File: config.mk
export PLATFORM = sky130hd
export DESIGN_NAME = store_align_unit_flat
export DESIGN_NICKNAME = d
export VERILOG_FILES = /design/src/rtl/store_align_unit_pkg.sv /design/src/rtl/store_align_unit_if.sv /design/src/rtl/store_align_unit_lane_shift.sv /design/src/rtl/store_align_unit.sv /design/src/flat_wrapper.sv
export SDC_FILE = /design/constraint.sdc
export NUM_CORES = 1
export LEC_CHECK = 0
export ABC_AREA = 1
export CAP_MARGIN = 20
export CORE_UTILIZATION = 36
export DETAILED_ROUTE_END_ITERATION = 7
export PLACE_DENSITY = 0.63
export REMOVE_ABC_BUFFERS = 1
export SETUP_SLACK_MARGIN = 0.15
export SYNTH_ARGS = -nofsm -noshare
export SYNTH_HDL_FRONTEND = slang
export SYNTH_SLANG_ARGS = --single-unit
File: constraint.sdc
create_clock -name clk -period 1.8 [get_ports clk]
set_input_delay 0.36 -clock clk [delete_from_list [all_inputs] [get_ports clk]]
set_output_delay 0.36 -clock clk [all_outputs]
set_load 0.1 [all_outputs]
File: src/rtl/store_align_unit_pkg.sv
// Shared store/load definitions for the MEM stage: funct3 codes, size masks
// and the store-alignment FSM states.
`timescale 1ns/1ps
package store_align_unit_pkg;

    localparam logic [2:0] F3_SB = 3'b000;
    localparam logic [2:0] F3_SH = 3'b001;
    localparam logic [2:0] F3_SW = 3'b010;

    localparam logic [3:0] MASK_B = 4'b0001;
    localparam logic [3:0] MASK_H = 4'b0011;
    localparam logic [3:0] MASK_W = 4'b1111;

    typedef enum logic [1:0] {
        ST_IDLE  = 2'd0,
        ST_BEAT0 = 2'd1,
        ST_BEAT1 = 2'd2,
        ST_DONE  = 2'd3
    } st_state_e;

    // An all-zero mask marks an illegal store funct3.
    function automatic logic [3:0] size_mask(input logic [2:0] f3);
        case (f3)
            F3_SB:   size_mask = MASK_B;
            F3_SH:   size_mask = MASK_H;
            F3_SW:   size_mask = MASK_W;
            default: size_mask = 4'b0000;
        endcase
    endfunction

endpackage

File: src/rtl/store_align_unit_if.sv
// Store request / data-memory write bundle between the pipeline, the store
// aligner and data memory. The aligner sits on the slave side.
`timescale 1ns/1ps
interface store_align_unit_if #(
    parameter int ADDR_W = 32
);
    logic              st_valid;
    logic              st_ready;
    logic [ADDR_W-1:0] st_addr;
    logic [31:0]       st_data;
    logic [2:0]        select_store;
    logic              st_done;
    logic              st_err;
    logic              mem_req;
    logic              mem_gnt;
    logic [ADDR_W-1:0] mem_addr;
    logic [31:0]       mem_wdata;
    logic [3:0]        mem_be;

    modport master (
        output st_valid, st_addr, st_data, select_store, mem_gnt,
        input  st_ready, st_done, st_err, mem_req, mem_addr, mem_wdata, mem_be
    );

    modport slave (
        input  st_valid, st_addr, st_data, select_store, mem_gnt,
        output st_ready, st_done, st_err, mem_req, mem_addr, mem_wdata, mem_be
    );
endinterface

File: src/rtl/store_align_unit_lane_shift.sv
// Combinational lane steering: places the store bytes into an 8-lane window
// starting at the byte offset, so lanes 7:4 belong to the following word.
`timescale 1ns/1ps
module store_lane_shift
    import store_align_unit_pkg::*;
(
    input  logic [1:0]  i_off,
    input  logic [31:0] i_data,
    input  logic [2:0]  i_sel,
    output logic [7:0]  o_lanes8,
    output logic [63:0] o_data64,
    output logic        o_illegal,
    output logic        o_crosses
);
    logic [3:0] w_mask;

    always_comb begin
        w_mask    = size_mask(i_sel);
        o_illegal = (w_mask == 4'b0000);
        o_lanes8  = {4'b0000, w_mask} << i_off;
        o_data64  = {32'h0000_0000, i_data} << {i_off, 3'b000};
        o_crosses = |o_lanes8[7:4];
    end
endmodule

File: src/rtl/store_align_unit.sv
// Store aligner: turns one pipeline store into one or two word-aligned
// data-memory write beats with byte enables, holding the pipeline meanwhile.
`timescale 1ns/1ps
module store_align_unit
    import store_align_unit_pkg::*;
#(
    parameter bit ALLOW_MISALIGNED = 1'b1,
    parameter int ADDR_W           = 32
) (
    input  logic                clk,
    input  logic                rst_n,
    store_align_unit_if.slave   bus
);
    st_state_e         r_state, w_state_nxt;
    logic              r_st_ready, w_st_ready_nxt;
    logic              r_st_done, w_st_done_nxt;
    logic              r_st_err, w_st_err_nxt;
    logic              r_mem_req, w_mem_req_nxt;
    logic [ADDR_W-1:0] r_mem_addr, w_mem_addr_nxt;
    logic [31:0]       r_mem_wdata, w_mem_wdata_nxt;
    logic [3:0]        r_mem_be, w_mem_be_nxt;
    logic [ADDR_W-1:0] r_b1_addr, w_b1_addr_nxt;
    logic [31:0]       r_b1_wdata, w_b1_wdata_nxt;
    logic [3:0]        r_b1_be, w_b1_be_nxt;
    logic              r_need2, w_need2_nxt;

    logic [7:0]        w_lanes8;
    logic [63:0]       w_data64;
    logic              w_illegal;
    logic              w_crosses;
    logic              w_accept;
    logic [ADDR_W-1:0] w_beat0_addr;

    store_lane_shift u_lane_shift (
        .i_off     (bus.st_addr[1:0]),
        .i_data    (bus.st_data),
        .i_sel     (bus.select_store),
        .o_lanes8  (w_lanes8),
        .o_data64  (w_data64),
        .o_illegal (w_illegal),
        .o_crosses (w_crosses)
    );

    assign w_accept     = bus.st_valid && r_st_ready && (r_state == ST_IDLE);
    assign w_beat0_addr = {bus.st_addr[ADDR_W-1:2], 2'b00};

    always_ff @(posedge clk or negedge rst_n) begin
        if (!rst_n) begin
            r_state     <= ST_IDLE;
            r_st_ready  <= 1'b0;
            r_st_done   <= 1'b0;
            r_st_err    <= 1'b0;
            r_mem_req   <= 1'b0;
            r_mem_addr  <= '0;
            r_mem_wdata <= '0;
            r_mem_be    <= '0;
            r_b1_addr   <= '0;
            r_b1_wdata  <= '0;
            r_b1_be     <= '0;
            r_need2     <= 1'b0;
        end else begin
            r_state     <= w_state_nxt;
            r_st_ready  <= w_st_ready_nxt;
            r_st_done   <= w_st_done_nxt;
            r_st_err    <= w_st_err_nxt;
            r_mem_req   <= w_mem_req_nxt;
            r_mem_addr  <= w_mem_addr_nxt;
            r_mem_wdata <= w_mem_wdata_nxt;
            r_mem_be    <= w_mem_be_nxt;
            r_b1_addr   <= w_b1_addr_nxt;
            r_b1_wdata  <= w_b1_wdata_nxt;
            r_b1_be     <= w_b1_be_nxt;
            r_need2     <= w_need2_nxt;
        end
    end

    always_comb begin
        w_state_nxt     = r_state;
        w_st_ready_nxt  = 1'b0;
        w_st_done_nxt   = 1'b0;
        w_st_err_nxt    = 1'b0;
        w_mem_req_nxt   = r_mem_req;
        w_mem_addr_nxt  = r_mem_addr;
        w_mem_wdata_nxt = r_mem_wdata;
        w_mem_be_nxt    = r_mem_be;
        w_b1_addr_nxt   = r_b1_addr;
        w_b1_wdata_nxt  = r_b1_wdata;
        w_b1_be_nxt     = r_b1_be;
        w_need2_nxt     = r_need2;

        case (r_state)
            ST_IDLE: begin
                w_st_ready_nxt = 1'b1;
                if (w_accept) begin
                    w_st_ready_nxt = 1'b0;
                    // Dropped stores never raise mem_req, so memory stays untouched.
                    if (w_illegal || (w_crosses && !ALLOW_MISALIGNED)) begin
                        w_state_nxt   = ST_DONE;
                        w_st_done_nxt = 1'b1;
                        w_st_err_nxt  = 1'b1;
                    end else begin
                        w_state_nxt     = ST_BEAT0;
                        w_mem_req_nxt   = 1'b1;
                        w_mem_addr_nxt  = w_beat0_addr;
                        w_mem_wdata_nxt = w_data64[31:0];
                        w_mem_be_nxt    = w_lanes8[3:0];
                        w_b1_addr_nxt   = w_beat0_addr + ADDR_W'(4);
                        w_b1_wdata_nxt  = w_data64[63:32];
                        w_b1_be_nxt     = w_lanes8[7:4];
                        w_need2_nxt     = w_crosses;
                    end
                end
            end
            ST_BEAT0: begin
                if (bus.mem_gnt) begin
                    if (r_need2) begin
                        w_state_nxt     = ST_BEAT1;
                        w_mem_addr_nxt  = r_b1_addr;
                        w_mem_wdata_nxt = r_b1_wdata;
                        w_mem_be_nxt    = r_b1_be;
                    end else begin
                        w_state_nxt     = ST_DONE;
                        w_st_done_nxt   = 1'b1;
                        w_mem_req_nxt   = 1'b0;
                        w_mem_addr_nxt  = '0;
                        w_mem_wdata_nxt = '0;
                        w_mem_be_nxt    = '0;
                    end
                end
            end
            ST_BEAT1: begin
                if (bus.mem_gnt) begin
                    w_state_nxt     = ST_DONE;
                    w_st_done_nxt   = 1'b1;
                    w_mem_req_nxt   = 1'b0;
                    w_mem_addr_nxt  = '0;
                    w_mem_wdata_nxt = '0;
                    w_mem_be_nxt    = '0;
                end
            end
            ST_DONE: begin
                w_state_nxt    = ST_IDLE;
                w_st_ready_nxt = 1'b1;
            end
            default: begin
                w_state_nxt = ST_IDLE;
            end
        endcase
    end

    assign bus.st_ready  = r_st_ready;
    assign bus.st_done   = r_st_done;
    assign bus.st_err    = r_st_err;
    assign bus.mem_req   = r_mem_req;
    assign bus.mem_addr  = r_mem_addr;
    assign bus.mem_wdata = r_mem_wdata;
    assign bus.mem_be    = r_mem_be;
endmodule
File: src/flat_wrapper.sv
// flat-port wrapper written by rule: the top's interface ports become plain ports
module store_align_unit_flat import store_align_unit_pkg::*;
#(
    parameter bit ALLOW_MISALIGNED = 1'b1,
    parameter int ADDR_W           = 32
)
  (clk, rst_n, bus_st_valid, bus_st_addr, bus_st_data, bus_select_store, bus_mem_gnt, bus_st_ready, bus_st_done, bus_st_err, bus_mem_req, bus_mem_addr, bus_mem_wdata, bus_mem_be);
  store_align_unit_if #(.ADDR_W(ADDR_W)) bus_i ();
  input  logic clk;
  input  logic rst_n;
  input wire logic [$bits(bus_i.st_valid)-1:0] bus_st_valid;
  input wire logic [$bits(bus_i.st_addr)-1:0] bus_st_addr;
  input wire logic [$bits(bus_i.st_data)-1:0] bus_st_data;
  input wire logic [$bits(bus_i.select_store)-1:0] bus_select_store;
  input wire logic [$bits(bus_i.mem_gnt)-1:0] bus_mem_gnt;
  output wire logic [$bits(bus_i.st_ready)-1:0] bus_st_ready;
  output wire logic [$bits(bus_i.st_done)-1:0] bus_st_done;
  output wire logic [$bits(bus_i.st_err)-1:0] bus_st_err;
  output wire logic [$bits(bus_i.mem_req)-1:0] bus_mem_req;
  output wire logic [$bits(bus_i.mem_addr)-1:0] bus_mem_addr;
  output wire logic [$bits(bus_i.mem_wdata)-1:0] bus_mem_wdata;
  output wire logic [$bits(bus_i.mem_be)-1:0] bus_mem_be;
  assign bus_i.st_valid = bus_st_valid;
  assign bus_i.st_addr = bus_st_addr;
  assign bus_i.st_data = bus_st_data;
  assign bus_i.select_store = bus_select_store;
  assign bus_i.mem_gnt = bus_mem_gnt;
  assign bus_st_ready = bus_i.st_ready;
  assign bus_st_done = bus_i.st_done;
  assign bus_st_err = bus_i.st_err;
  assign bus_mem_req = bus_i.mem_req;
  assign bus_mem_addr = bus_i.mem_addr;
  assign bus_mem_wdata = bus_i.mem_wdata;
  assign bus_mem_be = bus_i.mem_be;
  store_align_unit #(.ALLOW_MISALIGNED(ALLOW_MISALIGNED), .ADDR_W(ADDR_W)) u_core (.clk(clk), .rst_n(rst_n), .bus(bus_i));
endmodule
After elaboration in Yosys (flattened, before gate mapping)
Cells that the tools add are included.
{"block": "op_classes", "addsub": 1, "n_eq_ne": 10, "shift": 2, "n_mux": 39, "n_bitwise": 1, "reduce_logical": 11}
{"operator": "two-way mux 32 bit", "n": 9}
{"operator": "case mux 32 bit (3 select lines)", "n": 2}
{"operator": "left shift 32 x 5 -> 64 bit", "n": 1}
{"operator": "adder 32 x 3 -> 32 bit (second input constant)", "n": 1}
{"operator": "case mux 4 bit (3 select lines)", "n": 2}
{"operator": "two-way mux 4 bit", "n": 5}
{"operator": "two-way mux 1 bit", "n": 13}
{"operator": "two-way mux 2 bit", "n": 4}
{"operator": "inequality test 2 bit (second input constant)", "n": 4}
{"operator": "case mux 2 bit (4 select lines)", "n": 1}
{"operator": "left shift 4 x 2 -> 8 bit", "n": 1}
{"operator": "case mux 1 bit (3 select lines)", "n": 2}
{"operator": "AND reduction 3 bit", "n": 2}
{"operator": "AND reduction 6 bit", "n": 1}
{"operator": "AND reduction 5 bit", "n": 1}
{"operator": "== test 2 bit (second input constant)", "n": 2}
{"operator": "zero test 4 bit", "n": 1}
{"operator": "OR reduction 4 bit", "n": 1}
{"operator": "== test 3 x 1 -> 1 bit (second input constant)", "n": 1}
{"operator": "== test 3 x 2 -> 1 bit (second input constant)", "n": 1}
{"operator": "zero test 3 bit", "n": 1}
{"operator": "nonzero test 3 bit", "n": 1}
{"operator": "== test 2 x 1 -> 1 bit (second input constant)", "n": 1}
{"operator": "logical AND 1 bit", "n": 2}
{"operator": "other kinds (4)", "n": 4}
{"block": "word_totals", "register_bits": 143, "input_bits": 71, "output_inout_bits": 72, "elab_cells": 76}

Logic depth before layout (Yosys ltp)
{"block": "depth", "depth_word": 6, "depth_mapped": 11, "ltp_nobuf": 10}

Cells and area by module
A second synthesis with hierarchy kept.
{"block": "unflattened", "cells_unflattened": 1205, "hier_area_um2": 8194.1}
{"mod": "store_align_unit", "instances": 1, "cells_each": 978, "area_each_um2": 7158.1, "seq_area_each_um2": 3478.3}
{"mod": "store_lane_shift", "instances": 1, "cells_each": 227, "area_each_um2": 1036.0, "seq_area_each_um2": 0.0}

Worst setup path before layout
Ideal clock, no wire load.
{"block": "synth_path", "path_type": "reg-to-reg", "start": "register u_core.r_st_ready, in the netlist u_core.bus.st_ready", "end": "register u_core.r_mem_addr[12], in the netlist u_core.bus.mem_addr[12]", "setup_ns": 0.125, "t_arrival_ns": 1.871, "t_required_ns": 1.675, "setup_slack_ns": -0.196, "path_stages_with_launch": 10, "n_path_buf": 2, "synth_period_minus_slack_ns": 1.996, "cell_sequence": "dfrtp_1 nand2_1 nand2_1 o21ai_4 nor2_4 nand2_2 buf_6 buf_4 nand2_1 o21ai_1"}
{"block": "synth_between", "elab_chain_cells": 4}
{"item": "start: declaration", "line": "store_align_unit.sv:15", "rtl": "logic r_st_ready, w_st_ready_nxt;"}
{"item": "start signal: assignment", "line": "store_align_unit.sv:63", "rtl": "r_st_ready <= w_st_ready_nxt;"}
{"item": "logical AND 1 bit (2 in a row)", "line": "store_align_unit.sv:44", "rtl": "assign w_accept = bus.st_valid && r_st_ready && (r_state == ST_IDLE);"}
{"item": "inequality test 2 x 1 -> 1 bit (no source line)"}
{"item": "AND reduction 5 bit (no source line)"}
{"item": "end signal: assignment", "line": "store_align_unit.sv:67", "rtl": "r_mem_addr <= w_mem_addr_nxt;"}
{"item": "end: declaration", "line": "store_align_unit.sv:19", "rtl": "logic [ADDR_W-1:0] r_mem_addr, w_mem_addr_nxt;"}
Every way passes these cells.
A chain may end at the register's enable or synchronous reset.

Worst setup path after layout
{"block": "layout_path", "start": "register u_core.r_state[1]", "end": "register u_core.r_mem_addr[21], in the netlist u_core.bus.mem_addr[21]"}
{"block": "layout_between", "elab_chain_cells": 4, "elab_cells_between_ends": 11, "classes_between": "eq/ne (6); mux (1); reduce/logical (4)"}
{"item": "start: declaration", "line": "store_align_unit.sv:14", "rtl": "st_state_e r_state, w_state_nxt;"}
{"item": "start signal: assignment", "line": "store_align_unit.sv:62", "rtl": "r_state <= w_state_nxt;"}
{"item": "zero test 2 bit", "line": "store_align_unit.sv:44, store_align_unit.sv:91"}
{"item": "logical AND 1 bit", "line": "store_align_unit.sv:44"}
{"item": "inequality test 2 x 1 -> 1 bit (no source line)"}
{"item": "AND reduction 5 bit (no source line)"}
Several ways; a longest one is shown, not always the timed one.

==> out/qor.yml <==
sta:
  finalHoldViolCount: 0
  finalCriticalPeriod_ps: 1740
  fin_tns_setup_ps: 0
  rsz0062_at_grt: "yes"
  setup_viol_count_final: 0
  max_freq_ghz: 0.576
  worst_hold_slack_ps: 395
  clock_skew_ps: 7.06
  post-route-period-util_pct: 96.5
  finalMaxSlewViolations: 0
worst_setup_path:
  slowest_stage: "dfrtp_1"
  path_max_fanout: 5
  cp-start-kind: "flip-flop"
  cp.required_ps: 2090
  r2r_slack_ps: 60
  cpPeakStageDelay_ps: 390
  path_cells: "buf_6 -> ha_4 -> nor2_4 -> o21ai_4 -> nor2_4 -> buf_12 -> nand2_8 -> clkbuf_16 -> nand2_2 -> o21ai_2"
  reg2reg_depth: 10
  cp-startpoint: "u_core.r_state[1]"
  critPathArrivalTime_ps: 2030
  path_delay_family: "buffers and inverters"
  crit_type: "reg2reg"
  r2r_start: "u_core.r_state[1]"
  end_kind: "flip-flop"
  worst_r2r_endpoint: "u_core.bus.mem_addr[21]"
  cpMostUsedCell: "nor2_4"
  crit_buf_inv: 3
clock_network:
  clk_latency_ps: 420
  htreeDepth: 4
  cts_tree: "built"
  cts_buffers: 17
  cts_num_sinks: 130
  clockBufferDepth: 2
  clk_pin_slew_worst_paths_ps: 60
  cts-root-buf: "clkbuf_16"
final_layout:
  syn_to_final_growth_pct: 59.7
  fin_area_mm2: 0.0110
  instances_no_fill: 1374
  diodes: 0
  drive_above_1_share_pct: 24.5
  nNetsFinal: 1204
power:
  p_int_mw: 11.7
  clkPwrFrac_pct: 16.1
  p_leak_nw: 5.19
  seq_power_share_pct: 22.6
  power_mw: 22.3
  power_density_mw_per_mm2: 2020
  ir_worst_vdd_uv: 1140
  combPwrFrac_pct: 61.3
  p_switching_mw: 10.6
  p_sw_share_pct: 47.7
synth:
  synth-main-ff-cell: "dfrtp_1"
  yosysUniqueCellTypes: 31
  yosysMostFrequentCell: "nand2_1"
  yosysTopAreaCellShare_pct: 47.1
  synth_area_leaders: "dfrtp_1, nand2_1, o21ai_0"
  synth_edf_count: 0
  synth-seq-area-share_pct: 47.1
  synthArstFlopShare_pct: 100
  synth_area_mm2: 0.00690
  syn_avg_cell_area_um2: 7.54
  yosys.area.top_type: "dfrtp_1"
  ys_ff_latch: 130
  synth.top_cells.by_count: "nand2_1, dfrtp_1, o21ai_0"
  ys_warn_count: 0
  syn_inst: 915
grt:
  grt_pass1_wl_mm: 33.1
  antenna_found_initial: 0
  grt_overflow_total: 0
  track_usage_pct: 21.4
  grt_max_degree: 45
  grt_pass1_vias: 6526
detailed_routing:
  antenna_left: 0
  drt_iter0_markers: 507
  vias: 6899
  drc: 0
  wire_per_inst_um: 16.1
  routed_wl_mm: 22.1
  first_pass_iters: 5
  via_per_inst: 5.02
run:
  maxCapViolations: 0
die:
  core_area_mm2: 0.0188
  die_w_um: 140
  io_pins: 143
  die-area_mm2: 0.0197
  rows: 50
  start_util_pct: 36.8
  die_h_um: 140
place:
  gp_congestion: 0.900
  numPortBuffers: 140
  dp.cells: 1324
  post-dp-hpwl_mm: 14.4
  placed_area_mm2: 0.00979
outcome:
  status: "completed"
hold_path:
  hold_path.class: "in2async"
==> power by group through the flow <==
| stage | clock network, mW | logic, mW | registers [mW] |
|---|---|---|---|
| after floorplan | 0 | 3.03 | 8.61 |
| after global placement | 0 | 11.3 | 4.98 |
| after detailed placement | 0 | 11.4 | 5.00 |
| after CTS | 3.65 | 11.7 | 4.98 |
| after global routing | 3.78 | 14.4 | 5.17 |
| final | 3.60 | 13.7 | 5.04 |
==> placed cells by master, fill, tap and decap left out, types with 3 or more instances in the layout <==
| cell | synthesis | final |
|---|---|---|
| nand3_1 | 26 | 26 |
| nor2_4 | 1 | 6 |
| nand2_2 | 3 | 27 |
| nand2_4 | 0 | 6 |
| o22ai_1 | 28 | 28 |
| nor2_1 | 56 | 48 |
| ha_4 | 0 | 3 |
| buf_6 | 8 | 8 |
| nand2_8 | 0 | 3 |
| bufinv_16 | 0 | 3 |
| o21ai_2 | 0 | 9 |
| clkdlybuf4s50_1 | 0 | 68 |
| dfrtp_1 | 130 | 129 |
| inv_1 | 54 | 48 |
| o21ai_1 | 31 | 36 |
| clkinvlp_4 | 0 | 5 |
| o21ai_0 | 74 | 60 |
| inv_4 | 1 | 3 |
| inv_2 | 2 | 4 |
| a21oi_1 | 20 | 20 |
| buf_4 | 12 | 63 |
| or2_2 | 7 | 7 |
| nor2_2 | 3 | 6 |
| nand2_1 | 376 | 346 |
| buf_12 | 0 | 85 |
| xor2_1 | 9 | 8 |
| clkbuf_16 | 0 | 23 |
| mux2i_1 | 4 | 4 |
| a22oi_1 | 28 | 28 |
==> worst reg2reg max path: stages, from the launching register on <==
cell and delay, ps:
dfrtp_1 390, buf_6 130, ha_4 160, nor2_4 120, o21ai_4 80, nor2_4 140
buf_12 170, nand2_8 110, clkbuf_16 190, nand2_2 60, o21ai_2 50
==> final cells by class <==
cell class | count | area (µm²)
tap | 234 | 293
sequential | 130 | 3250
inverter | 57 | 233
fill | 1636 | 7740
clock buffer | 20 | 457
timing repair buffer | 236 | 3200
clock inverter | 12 | 156
multi-input combinational | 685 | 3430
==> metal layers <==
| metal | global-route usage [%] | routed length, µm | vias up |
|---|---|---|---|
| li1 | - | - | 3392 |
| met1 | 26.7 | 9510 | 3259 |
| met2 | 35.7 | 10700 | 221 |
| met3 | 6.46 | 1520 | 27 |
| met4 | 6.29 | 393 | 0 |
| met5 | 0 | 0 | - |
==> flip-flops by register name, summed over array words and instances (netlist names) <==
name	cells
u_core.bus.mem_wdata	32
u_core.bus.mem_addr	30
u_core.r_b1_addr	30
u_core.r_b1_wdata	24
u_core.bus.mem_be	4
u_core.r_b1_be	3
u_core.r_state	2
u_core.bus.mem_req	1
u_core.bus.st_done	1
u_core.bus.st_err	1
u_core.bus.st_ready	1
u_core.r_need2	1
==> kinds of logic after synthesis <==
kind of cell	after synthesis	synth area share, %
buf+inv	104	7.49
other cells	1	0.0543
fa+ha+maj	6	1.09
flops	130	47.1
simple gates	474	27.0
mux	4	0.580
compound gates	185	15.3
xor+xnor	11	1.40
==> through the flow <==
step,setup WS (ps),utilization (%)
finish,63.7,58.7
global route,9.61,58.7
CTS,109,55.8
detailed placement,-331,52.2
global placement,-313,52.2
floorplan,-1100,-
==> worst max-delay path by stage <==
stage | endpoint | cells past startpoint | slack, ps
3_3_place_gp | u_core.r_b1_addr[28] | 11 | -310
3_5_place_dp | u_core.r_b1_addr[28] | 11 | -330
6_report | u_core.bus.mem_addr[21] | 10 | 60
4_1_cts | u_core.bus.mem_be[2] | 9 | 110
5_1_grt | u_core.bus.mem_addr[21] | 10 | 10
2_1_floorplan | u_core.r_b1_wdata[16] | 6 | -1100
==> repair_timing <==
action,in CTS,in global routing
hold endpoints to repair,27,0
gates resized for setup,17,89
buffers inserted,1,3
gates cloned,0,13
setup endpoints to repair,68,78
pin swaps,1,4
hold buffers,1,0
(Power assumes the default switching activity.)
